**src/rtl/clock_pkg.sv**
```systemverilog
// ============================================================
// Module  : clock_pkg
// Purpose : time-of-day limits and 12-hour conversion helper
// Revision: 1.0
// ============================================================
`default_nettype none

package clock_pkg;

  localparam int SEC_MAX  = 59;
  localparam int MIN_MAX  = 59;
  localparam int HOUR_MAX = 23;
  localparam int HOUR_12  = 12;

  // Midnight and noon both present as 12
  function automatic logic [4:0] to_12h(input logic [4:0] hour);
    logic [4:0] h;
    h = (hour >= 5'(HOUR_12)) ? hour - 5'(HOUR_12) : hour;
    return (h == 5'd0) ? 5'(HOUR_12) : h;
  endfunction

endpackage

`default_nettype wire

```
**src/rtl/clock_tick_div.sv**
```systemverilog
// ============================================================
// Module  : clock_tick_div
// Purpose : runtime divisor producing a one-cycle tick
// Revision: 1.0
// ============================================================
`default_nettype none

module clock_tick_div #(
  parameter int P_COUNT_BIT = 30
) (
  input  logic                   clk,
  input  logic                   reset,
  input  logic                   i_run_en,
  input  logic [P_COUNT_BIT-1:0] i_freq,
  input  logic                   i_clear,
  output logic                   o_fire,
  output logic                   o_tick
);

  logic [P_COUNT_BIT-1:0] r_count;
  logic                   r_tick;
  logic                   w_active;
  logic                   w_fire;

  assign w_active = i_run_en && (i_freq != '0);
  // >= so a divisor lowered below the current count wraps on the next edge
  assign w_fire   = w_active && (r_count >= i_freq - P_COUNT_BIT'(1));
  assign o_fire   = w_fire;
  assign o_tick   = r_tick;

  always_ff @(posedge clk or posedge reset) begin
    if (reset) begin
      r_count <= '0;
      r_tick  <= 1'b0;
    end else begin
      r_tick <= w_fire && !i_clear;
      if (i_clear || (i_freq == '0)) begin
        r_count <= '0;
      end else if (w_fire) begin
        r_count <= '0;
      end else if (i_run_en) begin
        r_count <= r_count + P_COUNT_BIT'(1);
      end
    end
  end

endmodule

`default_nettype wire

```
**src/rtl/clock_time_keeper.sv**
```systemverilog
// ============================================================
// Module  : clock_time_keeper
// Purpose : h:m:s time-of-day with load check, 12/24h view, alarm
// Revision: 1.0
// ============================================================
`default_nettype none

module clock_time_keeper
  import clock_pkg::*;
#(
  parameter int P_COUNT_BIT = 30,
  parameter int P_SEC_BIT   = 6,
  parameter int P_MIN_BIT   = 6,
  parameter int P_HOUR_BIT  = 5
) (
  input  logic                   clk,
  input  logic                   reset,
  input  logic                   i_run_en,
  input  logic [P_COUNT_BIT-1:0] i_freq,
  input  logic                   i_mode_12h,
  input  logic                   i_load,
  input  logic [P_SEC_BIT-1:0]   i_load_sec,
  input  logic [P_MIN_BIT-1:0]   i_load_min,
  input  logic [P_HOUR_BIT-1:0]  i_load_hour,
  output logic                   o_load_err,
  input  logic                   i_alarm_en,
  input  logic [P_SEC_BIT-1:0]   i_alarm_sec,
  input  logic [P_MIN_BIT-1:0]   i_alarm_min,
  input  logic [P_HOUR_BIT-1:0]  i_alarm_hour,
  output logic                   o_tick,
  output logic [P_SEC_BIT-1:0]   o_sec,
  output logic [P_MIN_BIT-1:0]   o_min,
  output logic [P_HOUR_BIT-1:0]  o_hour,
  output logic                   o_pm,
  output logic                   o_day_tick,
  output logic                   o_alarm
);

  localparam logic [P_SEC_BIT-1:0]  C_SEC_MAX  = P_SEC_BIT'(SEC_MAX);
  localparam logic [P_MIN_BIT-1:0]  C_MIN_MAX  = P_MIN_BIT'(MIN_MAX);
  localparam logic [P_HOUR_BIT-1:0] C_HOUR_MAX = P_HOUR_BIT'(HOUR_MAX);
  localparam logic [P_HOUR_BIT-1:0] C_HOUR_12  = P_HOUR_BIT'(HOUR_12);

  logic [P_SEC_BIT-1:0]  r_sec;
  logic [P_MIN_BIT-1:0]  r_min;
  logic [P_HOUR_BIT-1:0] r_hour;
  logic                  r_load_err;
  logic                  r_day_tick;
  logic                  r_alarm;

  logic w_load_ok;
  logic w_load_valid;
  logic w_fire;
  logic w_tick;
  logic w_advance;
  logic w_alarm_match;

  assign w_load_ok    = (i_load_sec <= C_SEC_MAX) && (i_load_min <= C_MIN_MAX) &&
                        (i_load_hour <= C_HOUR_MAX);
  assign w_load_valid = i_load && w_load_ok;
  // A valid load wins over a coincident terminal count; that tick is lost
  assign w_advance    = w_fire && !w_load_valid;

  clock_tick_div #(
    .P_COUNT_BIT(P_COUNT_BIT)
  ) u_tick_div (
    .clk      (clk),
    .reset    (reset),
    .i_run_en (i_run_en),
    .i_freq   (i_freq),
    .i_clear  (w_load_valid),
    .o_fire   (w_fire),
    .o_tick   (w_tick)
  );

  // Stored time is always in range, so out-of-range alarm fields never match
  assign w_alarm_match = (r_sec == i_alarm_sec) && (r_min == i_alarm_min) &&
                         (r_hour == i_alarm_hour);

  always_ff @(posedge clk or posedge reset) begin
    if (reset) begin
      r_sec      <= '0;
      r_min      <= '0;
      r_hour     <= '0;
      r_load_err <= 1'b0;
      r_day_tick <= 1'b0;
      r_alarm    <= 1'b0;
    end else begin
      r_load_err <= i_load && !w_load_ok;
      r_day_tick <= 1'b0;
      r_alarm    <= w_tick && i_alarm_en && w_alarm_match;
      if (w_load_valid) begin
        r_sec  <= i_load_sec;
        r_min  <= i_load_min;
        r_hour <= i_load_hour;
      end else if (w_advance) begin
        if (r_sec == C_SEC_MAX) begin
          r_sec <= '0;
          if (r_min == C_MIN_MAX) begin
            r_min <= '0;
            if (r_hour == C_HOUR_MAX) begin
              r_hour     <= '0;
              r_day_tick <= 1'b1;
            end else begin
              r_hour <= r_hour + P_HOUR_BIT'(1);
            end
          end else begin
            r_min <= r_min + P_MIN_BIT'(1);
          end
        end else begin
          r_sec <= r_sec + P_SEC_BIT'(1);
        end
      end
    end
  end

  assign o_tick     = w_tick;
  assign o_sec      = r_sec;
  assign o_min      = r_min;
  assign o_hour     = i_mode_12h ? P_HOUR_BIT'(to_12h(r_hour[4:0])) : r_hour;
  assign o_pm       = (r_hour >= C_HOUR_12);
  assign o_load_err = r_load_err;
  assign o_day_tick = r_day_tick;
  assign o_alarm    = r_alarm;

endmodule

`default_nettype wire
```
**config.mk**
```make
export PLATFORM = sky130hd
export DESIGN_NAME = clock_time_keeper
export DESIGN_NICKNAME = d
export VERILOG_FILES = /design/src/rtl/clock_pkg.sv /design/src/rtl/clock_tick_div.sv /design/src/rtl/clock_time_keeper.sv
export SDC_FILE = /design/constraint.sdc
export NUM_CORES = 1
export LEC_CHECK = 0
export CAP_MARGIN = 5
export CORE_MARGIN = 4
export CORE_UTILIZATION = 31
export DETAILED_ROUTE_END_ITERATION = 8
export DONT_BUFFER_PORTS = 1
export GPL_ROUTABILITY_DRIVEN = 0
export GPL_TIMING_DRIVEN = 0
export PLACE_DENSITY_LB_ADDON = 0.25
export SLEW_MARGIN = 40
export SYNTH_ARGS = -nofsm -noshare
export SYNTH_HDL_FRONTEND = slang
export SYNTH_SLANG_ARGS = --single-unit
export TNS_END_PERCENT = 30
```
**constraint.sdc**
```tcl
create_clock -name clk -period 3.88 [get_ports clk]
set_input_delay 0.776 -clock clk [delete_from_list [all_inputs] [get_ports clk]]
set_output_delay 0.776 -clock clk [all_outputs]
set_load 0.005 [all_outputs]
```
==> summary.txt <==
Yosys
  – EDFF count, synth: 0
  – Post-synthesis sequential area ratio: 0.296
  – Synthesized net count: 614
  – Mux contribution to synthesized area: 0.00232
  – Area share of the largest cell type after synthesis: 0.296
  – Syn Area/Cell: 8.54 um^2
  – Xor and xnor area share after synthesis: 0.148
  – Top-count cell post-synth: nor2_1
  – Post-synthesis compound-gate area fraction: 0.106
  – Yosys warns: 0
  – Post-synth top cells: nor2_1 (66), dfrtp_1 (51), nand2_1 (51)
  – Simple-gate share of the synthesized area: 0.307
  – Largest family of logic cells by synthesized area: simple AND/OR/NAND/NOR gates
  – Synth cell types: 54
  – Seq cells post-synth: 51
  – Post-Syn Area: 4310 um^2
  – Adder-cell share of the synthesized area: 0.113
  – Area contributors post-synth: dfrtp_1 (30%), ha_1 (11%), xor2_1 (8.3%)
  – Yosys top cell by area: dfrtp_1
  – Ys flop type: dfrtp_1
  – Mapped Cells: 505
  – Async SR Flop Fraction: 1.00

Critical path
  – CP arrival: between 4000 and 5000 ps
  – Worst setup endpoint: o_min[3]
  – Flop-to-flop setup slack: between 1000 and 1500 ps
  – WS Path Type: in -> reg
  – Crit end category: register
  – Reg2Reg Depth: 11
  – Critical R2R Launch: u_tick_div.r_count[3]
  – Worst setup path start: i_freq[9]
  – Top fanout value on the critical path: 6
  – Worst endpoint required time: 4040 ps
  – Startpoint Class: input port
  – RR Endpoint: o_min[1]

Detailed routing
  – Final ANT Viol Nets: 0
  – Drc violations: 0
  – Wire per inst: 16.8 um
  – Via count: 3724
  – Total routed wirelength: 11800 um
  – DR vias/cell: 5.31
  – First drt pass iteration count: 4
  – Drt initial violations: 130

Clock tree
  – CTS Root Cell: clkbuf_16
  – Clock Path Buffers: 2
  – CTS tree: done
  – CTS H-tree depth: 2
  – Clock-pin slew on the worst setup and hold paths: 70 ps
  – Post-CTS Hold Fix Bufs: 0
  – Clk_lat worst skew: 290 ps
  – CTS Sinks: 51
  – Total CTS buffers: 5

GRT
  – M3 GR Usage: 0.0334
  – Met2 Usage GRT: 0.243
  – Total grt overflow: 0
  – Initial antenna violation count: 0
  – Vias in the first global route: 3726
  – GR Layer Usage met1: 0.198
  – First-pass GRT wire length: 19200 um
  – Total Routing Usage GR: 0.147
  – Largest net degree at the start of global routing: 36
  – Grt peak-use layer: met2

Timing
  – Endpoints failing setup: 38
  – Period minus WS final: 4120 ps
  – Setup ws final: -241 ps
  – Final hold violation count: 0
  – RSZ-0062 raised after global routing: yes
  – Worst-margin pin slew: 583 ps
  – Slew margin rel.: 0.611
  – Final worst path period share: 1.06
  – FMAX: 243 MHz
  – Pins Over Slew Limit: 0
  – Clock skew: ~5.1 ps

Die
  – # rows: 42
  – Die area: ~16000 um^2
  – CORE AREA: approximately 13000 um^2
  – Die extent in x: approximately 130 um
  – # IOs: roughly 90
  – Die height: about 130 um
  – Initial core utilization: 0.320

Power and ir drop
  – Worst vdd ir: approximately 0.17 mV
  – Pleak: 2.07 nW
  – Power per cell area: 295 nW/um^2

Outcome
  – Failing checks: negative setup slack
  – Status: complete, but fails checks

Place
  – Dpl ws: -857 ps
  – HPWL Detailed: ~9200 um
  – Port Buffers: 0

Worst hold path
  – Hold Path Class: in -> async

Finish
  – Area Growth Syn to Fin: 15.7%
  – Diodes inserted: 0
  – Fill count: 1394
  – Fin nets: 633
  – Area of the multi-input gates: 3020 um^2
  – Layout cells sized above 1: 0.110
  – Reg area: 1280 um^2
  – Core Util, Final: 0.371

Flow run
  – Max_cap viols: 0
==> per-stage QoR <==
step / cell area [um^2] / power [mW] / hold slack [ps] / TNS, ps / std cells
floorplan: 4330 / 0.823 / 511 / -1530 / 505
global placement: 4550 / 0.891 / 543 / -26940 / 681
detailed placement: 4570 / 0.901 / 545 / -31730 / 682
CTS: 4870 / 1.48 / 297 / -5910 / 698
global route: 4990 / 1.55 / 307 / -13290 / 701
finish: 4990 / 1.47 / 293 / -3750 / 701
==> power by group <==
group / switching [mW] / total (mW) / leakage [nW] / internal (mW)
Clock: 0.197 / 0.568 / 0.0911 / 0.370
Combinational: 0.155 / 0.281 / 1.31 / 0.126
Sequential: 0.0605 / 0.622 / 0.665 / 0.561
Total: 0.413 / 1.47 / 2.07 / 1.06
==> worst min-delay path by stage <==
stage	end	slack [ps]	depth (start not counted)	startpoint
2_1_floorplan	u_tick_div.r_count[29]	510	2	u_tick_div.r_count[29]
3_3_place_gp	u_tick_div.r_count[29]	540	2	u_tick_div.r_count[29]
3_5_place_dp	u_tick_div.r_count[29]	540	2	u_tick_div.r_count[29]
4_1_cts	o_day_tick	300	1	reset
5_1_grt	o_day_tick	310	1	reset
6_report	o_day_tick	290	1	reset
==> registers in the layout, summed over array words and instances (netlist names) <==
name	flops
u_tick_div.r_count	30
o_min	6
o_sec	6
r_hour	5
o_alarm	1
o_day_tick	1
o_load_err	1
u_tick_div.o_tick	1
==> per-layer routing <==
layer	vias to the layer above	part of all wire
met5	-	0
met4	0	0.012
met3	13	0.072
met2	116	0.46
met1	1748	0.46
li1	1847	-
==> critical path, stage by stage <==
cell	delay, ps
or4_4	540
nor3_4	200
nand2_2	100
or4_4	460
nor4_4	190
xnor2_2	100
ha_1	300
nand4_1	110
nor2_2	170
nand2_1	120
a21oi_4	260
o211ai_1	200
buf_4	210
buf_6	120
buf_4	130
o211ai_1	190
nand3_1	100
==> cells in the final DEF (no fill, tap or decap), drive strengths merged, types with 11 or more instances in the layout <==
master  instances
nor4           11
a21oi          15
clkbuf         14
and3           12
or4            11
nand3          26
ha             39
a31oi          17
dfrtp          51
nand4          15
nor2           67
xor2           41
inv            17
buf            16
nand2          53
o21ai          20
xnor2          32
nor3           13
==> final cells by class <==
type                    instances  share of cell area
inverters                      17              0.0133
multi-input cells             425               0.605
well taps                     176              0.0442
repair buffers                 13              0.0296
clock buffers                   6              0.0258
clock inverters                 2              0.0120
plain buffers                  11              0.0143
flip-flops and latches         51               0.256
==> logic make-up (layout without fill, tap and decap cells) <==
kind of cell,count (synthesis),after routing
xor gates and xnor gates,73,73
adders and majority gates,39,39
muxes,1,1
AOI/OAI and AO/OA,71,71
buffers and inverters,29,49
and+or+nand+nor,241,241
DFF,51,51
==> timing repair <==
action,CTS,global route
setup buffers,9,2
pin swaps,6,5
setup endpoints to repair,49,48
gates resized for setup,11,18
cloned,0,1
Note: power is estimated with default switching activity, not from simulation.
